<file path="config.mk">
export PLATFORM = sky130hd
export DESIGN_NAME = nbit_accumulator
export DESIGN_NICKNAME = d
export VERILOG_FILES = /design/src/rtl/nbit_acc_pkg.sv /design/src/rtl/nbit_accumulator_add_path.sv /design/src/rtl/ripple_adder.sv /design/src/rtl/nbit_accumulator.sv
export SDC_FILE = /design/constraint.sdc
export NUM_CORES = 1
export LEC_CHECK = 0
export BUFFER_PORTS_ARGS = -buffer_cell sky130_fd_sc_hd__clkbuf_2
export CORE_MARGIN = 2
export CORE_UTILIZATION = 33
export DETAILED_ROUTE_END_ITERATION = 8
export PLACE_DENSITY_LB_ADDON = 0.1
export REMOVE_ABC_BUFFERS = 1
export SYNTH_ARGS = -nofsm -noshare
export SYNTH_HDL_FRONTEND = slang
export SYNTH_SLANG_ARGS = --single-unit
</file>
<file path="constraint.sdc">
create_clock -name clk -period 6.1 [get_ports clk]
set_input_delay 0.305 -clock clk [delete_from_list [all_inputs] [get_ports clk]]
set_output_delay 0.305 -clock clk [all_outputs]
set_load 0.05 [all_outputs]
</file>
<file path="src/rtl/nbit_acc_pkg.sv">
// Shared definitions for the N-bit accumulator: FSM state encoding and job
// mode constants. Optional build macro used by this block: ACC_SATURATE_EN.
package nbit_acc_pkg;

  typedef enum logic [1:0] {
    IDLE  = 2'b00,
    ACCUM = 2'b01,
    DONE  = 2'b10
  } state_t;

  localparam logic MODE_ADD = 1'b0;
  localparam logic MODE_SUB = 1'b1;

endpackage : nbit_acc_pkg

</file>
<file path="src/rtl/nbit_accumulator_add_path.sv">
// Combinational add/subtract step for the accumulator. Subtraction is done
// as acc + ~in_data + 1 through the ripple adder; a missing carry-out means
// a borrow. Under ACC_SATURATE_EN an overflowing step clamps instead of
// wrapping.
module acc_add_path
  import nbit_acc_pkg::*;
#(
  parameter int N = 8
) (
  input  logic [N-1:0] acc,
  input  logic [N-1:0] in_data,
  input  logic         sub_q,
  output logic [N-1:0] acc_next,
  output logic         ovf_bit
);

  logic [N-1:0] b_s;
  logic         c_in_s;
  logic [N-1:0] sum_s;
  logic         c_out_s;

  // Select adder operand b and carry-in from the job mode.
  always_comb begin
    b_s    = in_data;
    c_in_s = 1'b0;
    if (sub_q == MODE_SUB) begin
      b_s    = ~in_data;
      c_in_s = 1'b1;
    end else begin
      b_s    = in_data;
      c_in_s = 1'b0;
    end
  end

  ripple_adder #(.N(N)) u_adder (
    .a     (acc),
    .b     (b_s),
    .c_in  (c_in_s),
    .sum   (sum_s),
    .c_out (c_out_s)
  );

  // Interpret carry-out as overflow (add) or borrow (subtract) and form next acc.
  always_comb begin
    ovf_bit  = 1'b0;
    acc_next = sum_s;
    if (sub_q == MODE_SUB) begin
      ovf_bit = ~c_out_s;
    end else begin
      ovf_bit = c_out_s;
    end
`ifdef ACC_SATURATE_EN
    if (ovf_bit) begin
      if (sub_q == MODE_SUB) begin
        acc_next = {N{1'b0}};
      end else begin
        acc_next = {N{1'b1}};
      end
    end else begin
      acc_next = sum_s;
    end
`else
    acc_next = sum_s;
`endif
  end

endmodule : acc_add_path

</file>
<file path="src/rtl/ripple_adder.sv">
// N-bit ripple-carry adder datapath: sum = a + b + c_in, with carry-out.
module ripple_adder #(
  parameter int N = 8
) (
  input  logic [N-1:0] a,
  input  logic [N-1:0] b,
  input  logic         c_in,
  output logic [N-1:0] sum,
  output logic         c_out
);

  logic [N:0] carry_s;

  assign carry_s[0] = c_in;

  // One full adder per bit, carry rippling from LSB to MSB.
  for (genvar i = 0; i < N; i++) begin : g_fa
    assign sum[i]       = a[i] ^ b[i] ^ carry_s[i];
    assign carry_s[i+1] = (a[i] & b[i]) | (carry_s[i] & (a[i] ^ b[i]));
  end

  assign c_out = carry_s[N];

endmodule : ripple_adder

</file>
<file path="src/rtl/nbit_accumulator.sv">
// N-bit accumulator stage: accumulates a programmed number of unsigned
// operands (add or subtract mode) and presents one result on a valid/ready
// output, with a sticky overflow/borrow flag.
// Optional build macro: ACC_SATURATE_EN (clamp instead of wrap).
module nbit_accumulator
  import nbit_acc_pkg::*;
#(
  parameter int N  = 8,
  parameter int CW = 4
) (
  input  logic          clk,
  input  logic          rst,
  input  logic          start,
  input  logic          sub,
  input  logic [CW-1:0] len,
  input  logic          in_valid,
  output logic          in_ready,
  input  logic [N-1:0]  in_data,
  output logic          out_valid,
  input  logic          out_ready,
  output logic [N-1:0]  result,
  output logic          ovf,
  output logic          busy
);

  localparam logic [CW-1:0] CNT_ONE = {{(CW-1){1'b0}}, 1'b1};

  state_t        state_r, state_next_s;
  logic [N-1:0]  acc_r, acc_next_s;
  logic [CW-1:0] remaining_r, remaining_next_s;
  logic          ovf_r, ovf_next_s;
  logic          sub_r, sub_next_s;
  logic          in_ready_r, out_valid_r, busy_r;

  logic [N-1:0]  step_acc_s;
  logic          step_ovf_s;

  acc_add_path #(.N(N)) u_add_path (
    .acc      (acc_r),
    .in_data  (in_data),
    .sub_q    (sub_r),
    .acc_next (step_acc_s),
    .ovf_bit  (step_ovf_s)
  );

  // Next-state and datapath-update decisions for the job FSM.
  always_comb begin
    state_next_s     = state_r;
    acc_next_s       = acc_r;
    remaining_next_s = remaining_r;
    ovf_next_s       = ovf_r;
    sub_next_s       = sub_r;
    case (state_r)
      IDLE: begin
        if (start) begin
          acc_next_s       = {N{1'b0}};
          ovf_next_s       = 1'b0;
          sub_next_s       = sub;
          remaining_next_s = len;
          if (len != {CW{1'b0}}) begin
            state_next_s = ACCUM;
          end else begin
            state_next_s = DONE;
          end
        end else begin
          state_next_s = IDLE;
        end
      end
      ACCUM: begin
        if (in_valid && in_ready_r) begin
          acc_next_s       = step_acc_s;
          ovf_next_s       = ovf_r | step_ovf_s;
          remaining_next_s = remaining_r - CNT_ONE;
          if (remaining_r == CNT_ONE) begin
            state_next_s = DONE;
          end else begin
            state_next_s = ACCUM;
          end
        end else begin
          state_next_s = ACCUM;
        end
      end
      DONE: begin
        if (out_ready) begin
          state_next_s = IDLE;
        end else begin
          state_next_s = DONE;
        end
      end
      default: begin
        state_next_s = IDLE;
      end
    endcase
  end

  // State, datapath and registered handshake outputs.
  always_ff @(posedge clk or posedge rst) begin
    if (rst) begin
      state_r     <= IDLE;
      acc_r       <= {N{1'b0}};
      remaining_r <= {CW{1'b0}};
      ovf_r       <= 1'b0;
      sub_r       <= MODE_ADD;
      in_ready_r  <= 1'b0;
      out_valid_r <= 1'b0;
      busy_r      <= 1'b0;
    end else begin
      state_r     <= state_next_s;
      acc_r       <= acc_next_s;
      remaining_r <= remaining_next_s;
      ovf_r       <= ovf_next_s;
      sub_r       <= sub_next_s;
      in_ready_r  <= (state_next_s == ACCUM);
      out_valid_r <= (state_next_s == DONE);
      busy_r      <= (state_next_s != IDLE);
    end
  end

  assign in_ready  = in_ready_r;
  assign out_valid = out_valid_r;
  assign busy      = busy_r;
  assign result    = acc_r;
  assign ovf       = ovf_r;

endmodule : nbit_accumulator

</file>
==> out/qor.txt, run 1 <==
Clk Latency, worst-skew pair -> 310 ps
Critical Path AT -> 4150 ps
CP required -> 6350 ps
Clock Sinks -> 19
crit-path max FO -> 10
critical path startpoint category -> flop
DRT Pass-1 Iters -> 4
area grow syn2layout -> 16.8%
row count -> 21
largest net degree at the start of global routing -> 20
CP Depth -> 13
global-route usage over all layers -> 0.131
mux share of post-synthesis cell area -> 0.0947
Pint -> 0.000405 W
critical path's slowest cell -> dfrtp_1
Sw Pwr -> 0.000430 W
most common cell after layout, fill and taps aside -> clkbuf_2
Setup Viol. Count Final -> 0
status -> completed
GRT overflow -> 0
f_max -> 256 MHz
gpl congestion -> 0.794
Worst R2R End -> ovf
Hold Buf Count CTS -> 0
fin crit period -> 3900 ps
xor and xnor fraction of the mapped netlist area -> 0.0583
Fin. Hold Viols -> 0
HPWL after DPL -> 1.87 mm
Synthesis Warnings -> 0
main combinational cell family by area after synthesis -> adder cells
Synth Area in Simple Gates -> 0.119
post-synthesis compound-gate area fraction -> 0.125
Sequential Power Share -> 0.309
most frequent cells in the layout -> clkbuf_2, dfrtp_1, inv_1
Clk pwr share -> 0.083
Synth area leaders -> dfrtp_1, fa_1, mux2i_1
DR vias -> 892
io pins -> 30
Slew @ Worst Pin -> 787 ps
worst r2r path cells -> 13
Setup crit start -> sub_r
Chip Height -> 64.4 um
Hold Crit Class -> in -> async
part of the Yosys area used for sequential elements -> 0.395
crit-path most repeated cell -> fa_1
RSZ-0062 raised after global routing -> no
drt via density -> 4.80
setup TNS -> 0 ps
layout cell share with drive strength beyond 1 -> 0.286
IO buf count -> 29
leading area contributor after synthesis -> dfrtp_1
Post-CTS Setup Inserts -> 0
total CTS buffers -> 3
Yosys reg bits -> 19
Netlist cell types -> 34
first-pass GRT wire length -> 4.10 mm
Total Power -> 0.000835 W
# DRC -> 0
max-slew violation count -> 0
initial core utilization -> 0.352
Crit. End Element -> flop
Comb pwr share -> 0.608
vias in the first global route -> 862
Cell Area, Synth -> 1200 sq um
fin area -> 1400 sq um
Initial DRC Count -> 27
cell chain of the critical path -> mux2_2 > fa_1 > fa_1 > fa_1 > fa_1 > inv_1 > fa_1 > inv_1 > fa_1 > fa_1 > xor2_1 > o21ai_0 > a21oi_1
Layout fillers -> 345
Worst Path Buf+Inv -> 2
Syn Inst Count -> 112
Pleak -> 0.682 nW
switching share of power -> 0.515
clock skew -> 1.87 ps
antenna-violating nets left -> 0
final wirelength -> 2.53 mm
Die Width -> 64.4 um
Post-Synth Adder-Cell Area -> 0.137
clk root buf -> clkbuf_4
Die ar. -> 4140 sq um
CTS tree -> done
post-synth top area share -> 0.395
Final Core Density -> 0.411
Critical Setup Path Class -> reg -> reg
dpl ws -> 2220 ps
initial antenna violation count -> 0
reg-to-reg critical path startpoint -> sub_r
post-CTS sizing -> 0
core area -> 3420 sq um
Worst Setup Slack, final -> 2200 ps
H-tree Lvls -> 1
CP delay by family, top -> adder cells
Max IR drop VDD -> 0.209 mV
WL/cell -> 13.6 um
P per Cell Area -> 595 nW/um^2
Inserted Diodes -> 0
slowest stage delay, CP -> 560 ps
Max-Cap Viols -> 0
Final period util -> 0.640
Syn Area/Cell -> 10.7 sq um
max_slew headroom -> 0.475
clock-pin slew on the worst setup and hold paths -> 120 ps
Placed Instance Area -> 1380 sq um
R2R setup slack -> 2200 ps
CTS Buffer Depth -> 2
nets@finish -> 168
Worst setup endpoint -> ovf
final cells by class:
cell class | count | area [sq um] | share of cell area
multi-input combinational | 73 | 642 | 0.457
sequential | 19 | 475 | 0.339
timing repair buffer | 29 | 145 | 0.103
tap | 46 | 57.6 | 0.0410
inverter | 15 | 56.3 | 0.0401
clock buffer | 3 | 22.5 | 0.0160
clock inverter | 1 | 5.00 | 0.00357
flip-flops by register name, summed over array words and instances, names as in the netlist:
name and flops:
result 8, remaining_r 4, state_r 2, busy 1, in_ready 1, out_valid 1, ovf 1, sub_r 1
logic make-up (layout without fill, tap and decap cells):
kind of cell               after synthesis  count (layout)
DFF                                     19              19
AOI/OAI and AO/OA                       23              23
xor gates and xnor gates                 8               8
muxes                                   11              11
and+or+nand+nor                         22              22
adders and majority gates                9               9
buffers and inverters                   20              48
synth_stat cells:
cell,n
buf_1,1
nor2_1,1
nand4b_1,1
nor3_1,1
nand2_1,7
a31oi_1,1
nor2b_1,2
o22ai_1,2
a22oi_1,1
or3b_2,1
o221a_2,1
nor4_1,1
buf_6,1
nand2b_1,1
inv_1,15
nor3b_1,3
nor3b_2,1
dfrtp_1,19
o32ai_1,2
a22o_1,3
and4b_1,1
xor2_1,7
o21ai_0,6
and4b_4,1
buf_2,2
or2_1,1
a21oi_1,6
o31a_1,1
clkbuf_1,1
mux2_2,3
fa_1,7
mux2i_1,8
xnor2_1,1
ha_1,2
metrics by stage:
step                cells  hold slack [ps]
global route          186              181
CTS                   186              135
detailed placement    182              484
finish                186             97.5
global placement      182              479
floorplan             107              256
worst register-to-register path: stages (launching register included):
cell,delay (ps)
dfrtp_1,560
mux2_2,350
fa_1,380
fa_1,390
fa_1,390
fa_1,360
inv_1,70
fa_1,150
inv_1,50
fa_1,380
fa_1,380
xor2_1,130
o21ai_0,90
a21oi_1,160
power groups by stage:
| stage | logic (W) | registers [W] | clock network, W |
|---|---|---|---|
| floorplan | 0.000292 | 0.000366 | 0 |
| global placement | 0.000509 | 0.000259 | 0 |
| detailed placement | 0.000518 | 0.000262 | 0 |
| CTS | 0.000520 | 0.000259 | 0.0000719 |
| global route | 0.000577 | 0.000270 | 0.0000780 |
| finish | 0.000508 | 0.000258 | 0.0000694 |
layer usage:
layer / global-route usage / share of wire / up-vias
met1: 0.180 / 0.48 / 429
met5: 0 / 0 / -
met4: 0.0559 / 0.016 / 0
li1: - / - / 437
met2: 0.198 / 0.46 / 21
met3: 0.0282 / 0.046 / 5
worst min-delay path by stage:
stage | from | to | slack [ps]
3_5_place_dp | rst | result[1] | 480
5_1_grt | rst | result[1] | 180
6_report | rst | out_valid | 100
2_1_floorplan | rst | busy | 260
3_3_place_gp | rst | result[1] | 480
4_1_cts | rst | result[1] | 140
No activity file was read; power rests on OpenSTA's default activity.
==> inputs of run 2 (changes only) <==
Settings changed: ABC_AREA set to 1.
Clock period 6.1 ns to 3.3 ns, I/O delays scaled along.
==> run 2 against run 1 <==
The flow now finishes with violations (negative setup slack). Utilization is 1.5 points higher. Global-route usage is 0.17 points higher. Wire length is 5.3% lower. Clock-buffer cell count stayed put. Design area is 2.8% higher. Critical path type unchanged. Critical endpoint unchanged. Highest routed layer unchanged.
==> out/qor.txt, run 2 <==
Clock Sinks -> 19 (unchanged)
Pleak -> 0.788 nW (+15%)
antenna-violating nets left -> 0 (unchanged)
DR vias -> 951 (+6.6%)
status -> finished with violations
io pins -> 30 (unchanged)
RSZ-0062 raised after global routing -> yes
number of synthesized flops with an enable pin -> 0 (unchanged)
predominant post-synthesis flop cell -> dfrtp_1
slowest stage delay, CP -> 420 ps (-140 ps)
final wirelength -> 2.39 mm (-5.3%)
Final period util -> 1.01 (+0.365)
area grow syn2layout -> 22.5%
Synth area leaders -> dfrtp_1, nand2_1, fa_1
HPWL after DPL -> 1.83 mm (-2.1%)
Initial DRC Count -> 16 (-41%)
CTS tree -> done
initial antenna violation count -> 0 (unchanged)
Final Core Density -> 0.426 (+0.0146)
Max IR drop VDD -> 0.388 mV (+86%)
Chip Height -> 63.7 um (-0.98%)
Inserted Diodes -> 0 (unchanged)
cell chain of the critical path -> xor2_1 > fa_2 > fa_2 > fa_2 > fa_2 > inv_2 > fa_1 > inv_1 > fa_2 > fa_2 > xor2_1 > nand2_1 > a21oi_2
CTS Buffer Depth -> 2 (unchanged)
P per Cell Area -> 1070 nW/um^2 (+81%)
cell with the most instances after synthesis -> nand2_1
Max-Cap Viols -> 0 (unchanged)
critical path startpoint category -> flop
core area -> 3390 sq um (-0.77%)
total CTS buffers -> 3 (unchanged)
CP required -> 3560 ps (-2790 ps)
most common cell after layout, fill and taps aside -> nand2_1
row count -> 21 (unchanged)
max-slew violation count -> 0 (unchanged)
H-tree Lvls -> 1 (unchanged)
Worst Setup Slack, final -> -16.8 ps (-2210 ps)
fin crit period -> 3320 ps (-587 ps)
ys async rst share -> 1.00 (unchanged)
initial core utilization -> 0.347 (-0.00465)
largest net degree at the start of global routing -> 20 (unchanged)
part of the Yosys area used for sequential elements -> 0.404 (+0.00840)
global-route usage over all layers -> 0.133 (+0.00173)
Critical Setup Path Class -> reg -> reg
Slew @ Worst Pin -> 768 ps (-19.3 ps)
Synthesis Warnings -> 0 (unchanged)
f_max -> 301 MHz (+18%)
drt via density -> 4.38 (-8.6%)
Hold Crit Class -> in -> reg
Netlist cell types -> 24 (-29%)
nets@finish -> 199 (+18%)
Setup Viol. Count Final -> 2 (+2)
DRT Pass-1 Iters -> 4 (unchanged)
IO buf count -> 29 (unchanged)
clk root buf -> clkbuf_4
vias in the first global route -> 952 (+10%)
# DRC -> 0 (unchanged)
WL/cell -> 11.0 um (-19%)
Syn Area/Cell -> 8.66 sq um (-19%)
critical path's slowest cell -> dfrtp_1
Die ar. -> 4060 sq um (-1.9%)
layout cell share with drive strength beyond 1 -> 0.333 (+0.0476)
GRT overflow -> 0 (unchanged)
Die Width -> 63.7 um (-0.98%)
top cells by count, synth -> nand2_1, dfrtp_1, inv_1, nand3_1
crit-path max FO -> 3 (-7)
gpl congestion -> 0.755 (-5.0%)
dpl ws -> -287 ps (-2500 ps)
max_slew headroom -> 0.487 (+0.0129)
clock-pin slew on the worst setup and hold paths -> 120 ps (about the same)
Cell Area, Synth -> 1180 sq um (-2.1%)
most frequent cells in the layout -> nand2_1, clkbuf_2, dfrtp_1
leading area contributor after synthesis -> dfrtp_1
Yosys reg bits -> 19 (unchanged)
first-pass GRT wire length -> 4.17 mm (+1.7%)
Fin. Hold Viols -> 0 (unchanged)
max FFs per register -> 8 (unchanged)
Crit. End Element -> flop
Syn Inst Count -> 136 (+21%)
clock skew -> 3.52 ps (+1.65 ps)
post-synth top area share -> 0.404 (+0.00840)
violated checks -> negative setup slack
Clk Latency, worst-skew pair -> 310 ps (about the same)
Critical Path AT -> 3570 ps (-580 ps)
crit-path most repeated cell -> fa_2
## run 2: changes by cell type after synthesis, sizes merged, moves of 4 or more
cell,previous run,this run
inv,15,20
nand3,0,11
nand2,7,44
nor3b,4,0
mux2i,8,0
a21oi,6,2
nor2,1,8
## run 2: cell type report
cell class	instances	area (sq um)
Timing Repair Buffer	34	185
Multi-Input combinational cell	94	622
Fill cell	360	1950
Inverter	20	75.1
Clock inverter	1	5.00
Sequential cell	19	475
Tap cell	46	57.6
Clock buffer	3	22.5
## run 2: power breakdown
group          leakage, nW  switching [W]  total [W]  internal (W)
clock network       0.0177      0.0000818   0.000127     0.0000454
logic                0.535       0.000665    0.00101      0.000344
registers            0.235      0.0000770   0.000413      0.000336
total                0.788       0.000824    0.00155      0.000726
## run 2: worst paths after layout
kind | start | to | slack (ps) | cells past startpoint
min in group asynchronous | rst | busy | 510 | 3
worst max register to register | sub_r | ovf | -20 | 13
worst min-delay path | sub | sub_r | 60 | 3
worst min register to register | remaining_r[3] | remaining_r[3] | 530 | 2
max in group asynchronous | rst | remaining_r[3] | 2310 | 3
worst max-delay path | sub_r | ovf | -20 | 13
## run 2: timing repair
| action | in CTS | in global routing |
|---|---|---|
| setup endpoints to repair | 2 | 2 |
| hold buffers | 1 | 0 |
| gates resized for setup | 7 | 1 |
| setup buffers | 0 | 1 |
| hold endpoints to repair | 19 | 0 |
## run 2: cell families (layout without fill, tap and decap cells)
kind of cell    Yosys count  in the layout  synth area share
flops                    19             19             0.404
xor+xnor                  9              9            0.0670
fa+ha+maj                 9              9             0.140
buf+inv                  23             58            0.0839
simple gates             65             65             0.252
compound gates           11             11            0.0531
## run 2: layer usage
layer	up-vias	global-route usage	part of all wire
li1	482	-	-
met1	440	0.182	0.48
met2	25	0.209	0.46
met3	4	0.0246	0.049
met4	0	0.0489	0.015
met5	-	0	0
## run 2: worst max-delay path: cells and delay by family (launching register included)
kind | cells | cell delay, ps
flops | 1 | 420
buf+inv | 2 | 110
fa+ha+maj | 7 | 2220
compound gates | 1 | 110
xor+xnor | 2 | 320
simple gates | 1 | 80
## run 2: per-stage QoR
stage,instance area (sq um),setup TNS [ps],hold slack (ps),std cells,power [W]
after floorplan,1150,-659,116,133,0.00116
after global placement,1380,-415,327,211,0.00140
after detailed placement,1380,-476,329,211,0.00140
after CTS,1430,-68.0,67.6,216,0.00156
after global routing,1440,-311,67.9,217,0.00171
final,1440,-23.4,61.8,217,0.00155
==> inputs of run 3 (changes only) <==
Settings changed: CORE_UTILIZATION 33 to 45.
==> run 3 against run 2 <==
Global-route usage increased by 6.1 points. Largest power group unchanged. First-iteration DRC count decreased by 19%. Utilization increased by 15 points. Die area decreased by 25%. Worst setup slack got worse by 96 ps. Sequential power increased by 1%. Via count decreased by 0.32%. Maximum frequency decreased by 2.8%. Wire length increased by 0.88%. Non-clock buffer count increased by 1. The flow still finishes with violations (negative setup slack). Design area decreased by 0.43%. Sequential share of layout area increased by 0.23 points.
==> out/qor.txt, run 3 (synthesized netlist as in run 2, its figures left out) <==
Die ar. -> 3040 sq um (-25%)
max FFs per register -> 8 (unchanged)
DR vias -> 948 (-0.32%)
crit-path max FO -> 4 (+1)
HPWL after DPL -> 1.89 mm (+3.3%)
violated checks -> negative setup slack
slowest stage delay, CP -> 520 ps (+100 ps)
max-slew violation count -> 0 (unchanged)
first-pass GRT wire length -> 4.07 mm (-2.3%)
fin crit period -> 3410 ps (+96.2 ps)
core area -> 2480 sq um (-27%)
nets@finish -> 200 (+0.50%)
H-tree Lvls -> 1 (unchanged)
max_slew headroom -> 0.502 (+0.0144)
area grow syn2layout -> 22.0%
global-route usage over all layers -> 0.193 (+0.0606)
Setup Viol. Count Final -> 2 (unchanged)
crit-path most repeated cell -> fa_2
Placed Instance Area -> 1370 sq um (-0.91%)
gpl congestion -> 0.751 (-0.53%)
Hold Slack -> 82.0 ps (+20.1 ps)
IO buf count -> 29 (unchanged)
CP required -> 3540 ps (-20 ps)
DRT Pass-1 Iters -> 4 (unchanged)
layout cell share with drive strength beyond 1 -> 0.349 (+0.0155)
Critical Path AT -> 3660 ps (+90 ps)
CP delay by family, top -> adder cells
Slew @ Worst Pin -> 746 ps (-21.6 ps)
Final period util -> 1.03 (+0.0291)
vias in the first global route -> 963 (+1.2%)
cell chain of the critical path -> xor2_2 > fa_2 > fa_2 > fa_2 > fa_2 > inv_2 > fa_2 > inv_2 > fa_2 > fa_2 > nand3_1 > nand2_1
RSZ-0062 raised after global routing -> yes
antenna-violating nets left -> 0 (unchanged)
final wirelength -> 2.41 mm (+0.88%)
GRT overflow -> 0 (unchanged)
Hold Crit Class -> in -> reg
Multi-input gate area -> 628 sq um (+1.0%)
io pins -> 30 (unchanged)
Worst Setup Slack, final -> -113 ps (-96.2 ps)
Max IR drop VDD -> 0.608 mV (+57%)
Initial DRC Count -> 13 (-3)
status -> finished with violations
clock skew -> 3.71 ps (+0.189 ps)
Fin. Hold Viols -> 0 (unchanged)
CTS Buffer Depth -> 2 (unchanged)
clk root buf -> clkbuf_4
Total Power -> 0.00158 W (+1.7%)
Max-Cap Viols -> 0 (unchanged)
Final Core Density -> 0.580 (+0.154)
CTS tree -> done
Clock Sinks -> 19 (unchanged)
Crit. End Element -> flop
drt via density -> 4.69 (+7.1%)
Critical Setup Path Class -> reg -> reg
f_max -> 293 MHz (-2.8%)
WL/cell -> 12.0 um (+8.4%)
largest net degree at the start of global routing -> 20 (unchanged)
clock-pin slew on the worst setup and hold paths -> 120 ps (about the same)
Die Width -> 55.2 um (-13%)
R2R setup slack -> -110 ps (-100 ps)
critical path startpoint category -> flop
sequential cell area -> 477 sq um (+0.26%)
Chip Height -> 55.2 um (-13%)
Clk Latency, worst-skew pair -> 290 ps (-20 ps)
Layout fillers -> 252 (-30%)
initial antenna violation count -> 0 (unchanged)
most common cell after layout, fill and taps aside -> nand2_1
Inserted Diodes -> 0 (unchanged)
initial core utilization -> 0.475 (+0.128)
fin area -> 1440 sq um (-0.43%)
total CTS buffers -> 3 (unchanged)
P per Cell Area -> 1100 nW/um^2 (+2.2%)
Pleak -> 0.787 nW (about the same)
most frequent cells in the layout -> nand2_1, clkbuf_2, dfrtp_1
# DRC -> 0 (unchanged)
row count -> 18 (-14%)
Worst Path Buf+Inv -> 2 (unchanged)
critical path's slowest cell -> fa_2
-- run 3: cell types whose count changed in the layout (fill, tap and decap cells not counted), sizes merged --
cell,change
clkbuf,+1
clkinv,-1
buf,+1
-- run 3: what timing repair did --
item,CTS,global route
endpoints found under the setup margin,2,2
hold buffers,1,0
endpoints found under the hold margin,19,0
pin swaps,2,1
gates cloned,0,0
buffers inserted,0,1
gates resized for setup,8,4
-- run 3: cell type report --
class,count,area share
Inverter,20,0.0523
Tap cell,30,0.0261
Sequential cell,19,0.332
Multi-Input combinational cell,94,0.437
Timing Repair Buffer,35,0.134
Clock buffer,4,0.0183
-- run 3: worst reg2reg max path: cells and delay by family, from the launching register on --
family,cells,cell delay (ps)
flip-flops,1,460
AND/OR/NAND/NOR,2,150
adder cells (fa/ha/maj),7,2470
buffers and inverters,2,110
XOR/XNOR,1,170
-- run 3: where the power goes --
group	switching (W)	internal, W	leakage (nW)
Combinational	0.000678	0.000359	0.539
Sequential	0.0000816	0.000337	0.233
Clock	0.0000748	0.0000470	0.0150
Total	0.000834	0.000743	0.787
-- run 3: layer usage --
| metal | global-route usage | up-vias | part of all wire |
|---|---|---|---|
| met5 | 0 | - | 0 |
| met4 | 0.0366 | 0 | 0 |
| met3 | 0.0242 | 0 | 0.043 |
| met2 | 0.353 | 19 | 0.51 |
| met1 | 0.246 | 444 | 0.45 |
| li1 | - | 485 | - |
-- run 3: through the flow --
stage          setup WS (ps)  instances  setup TNS (ps)
5_1_grt                 -281        202            -511
4_1_cts                 -129        201            -245
3_3_place_gp            -219        196            -373
3_5_place_dp            -397        196            -678
6_report                -113        202            -225
2_1_floorplan           -376        133            -659
-- run 3: path summary, 6_finish.rpt --
path                        from    endpoint  cells after the start
max                        sub_r   result[7]                     12
min                          sub       sub_r                      3
max reg2reg                sub_r   result[7]                     12
min reg2reg                  ovf         ovf                      2
max in group asynchronous    rst       sub_r                      3
min in group asynchronous    rst  state_r[0]                      3
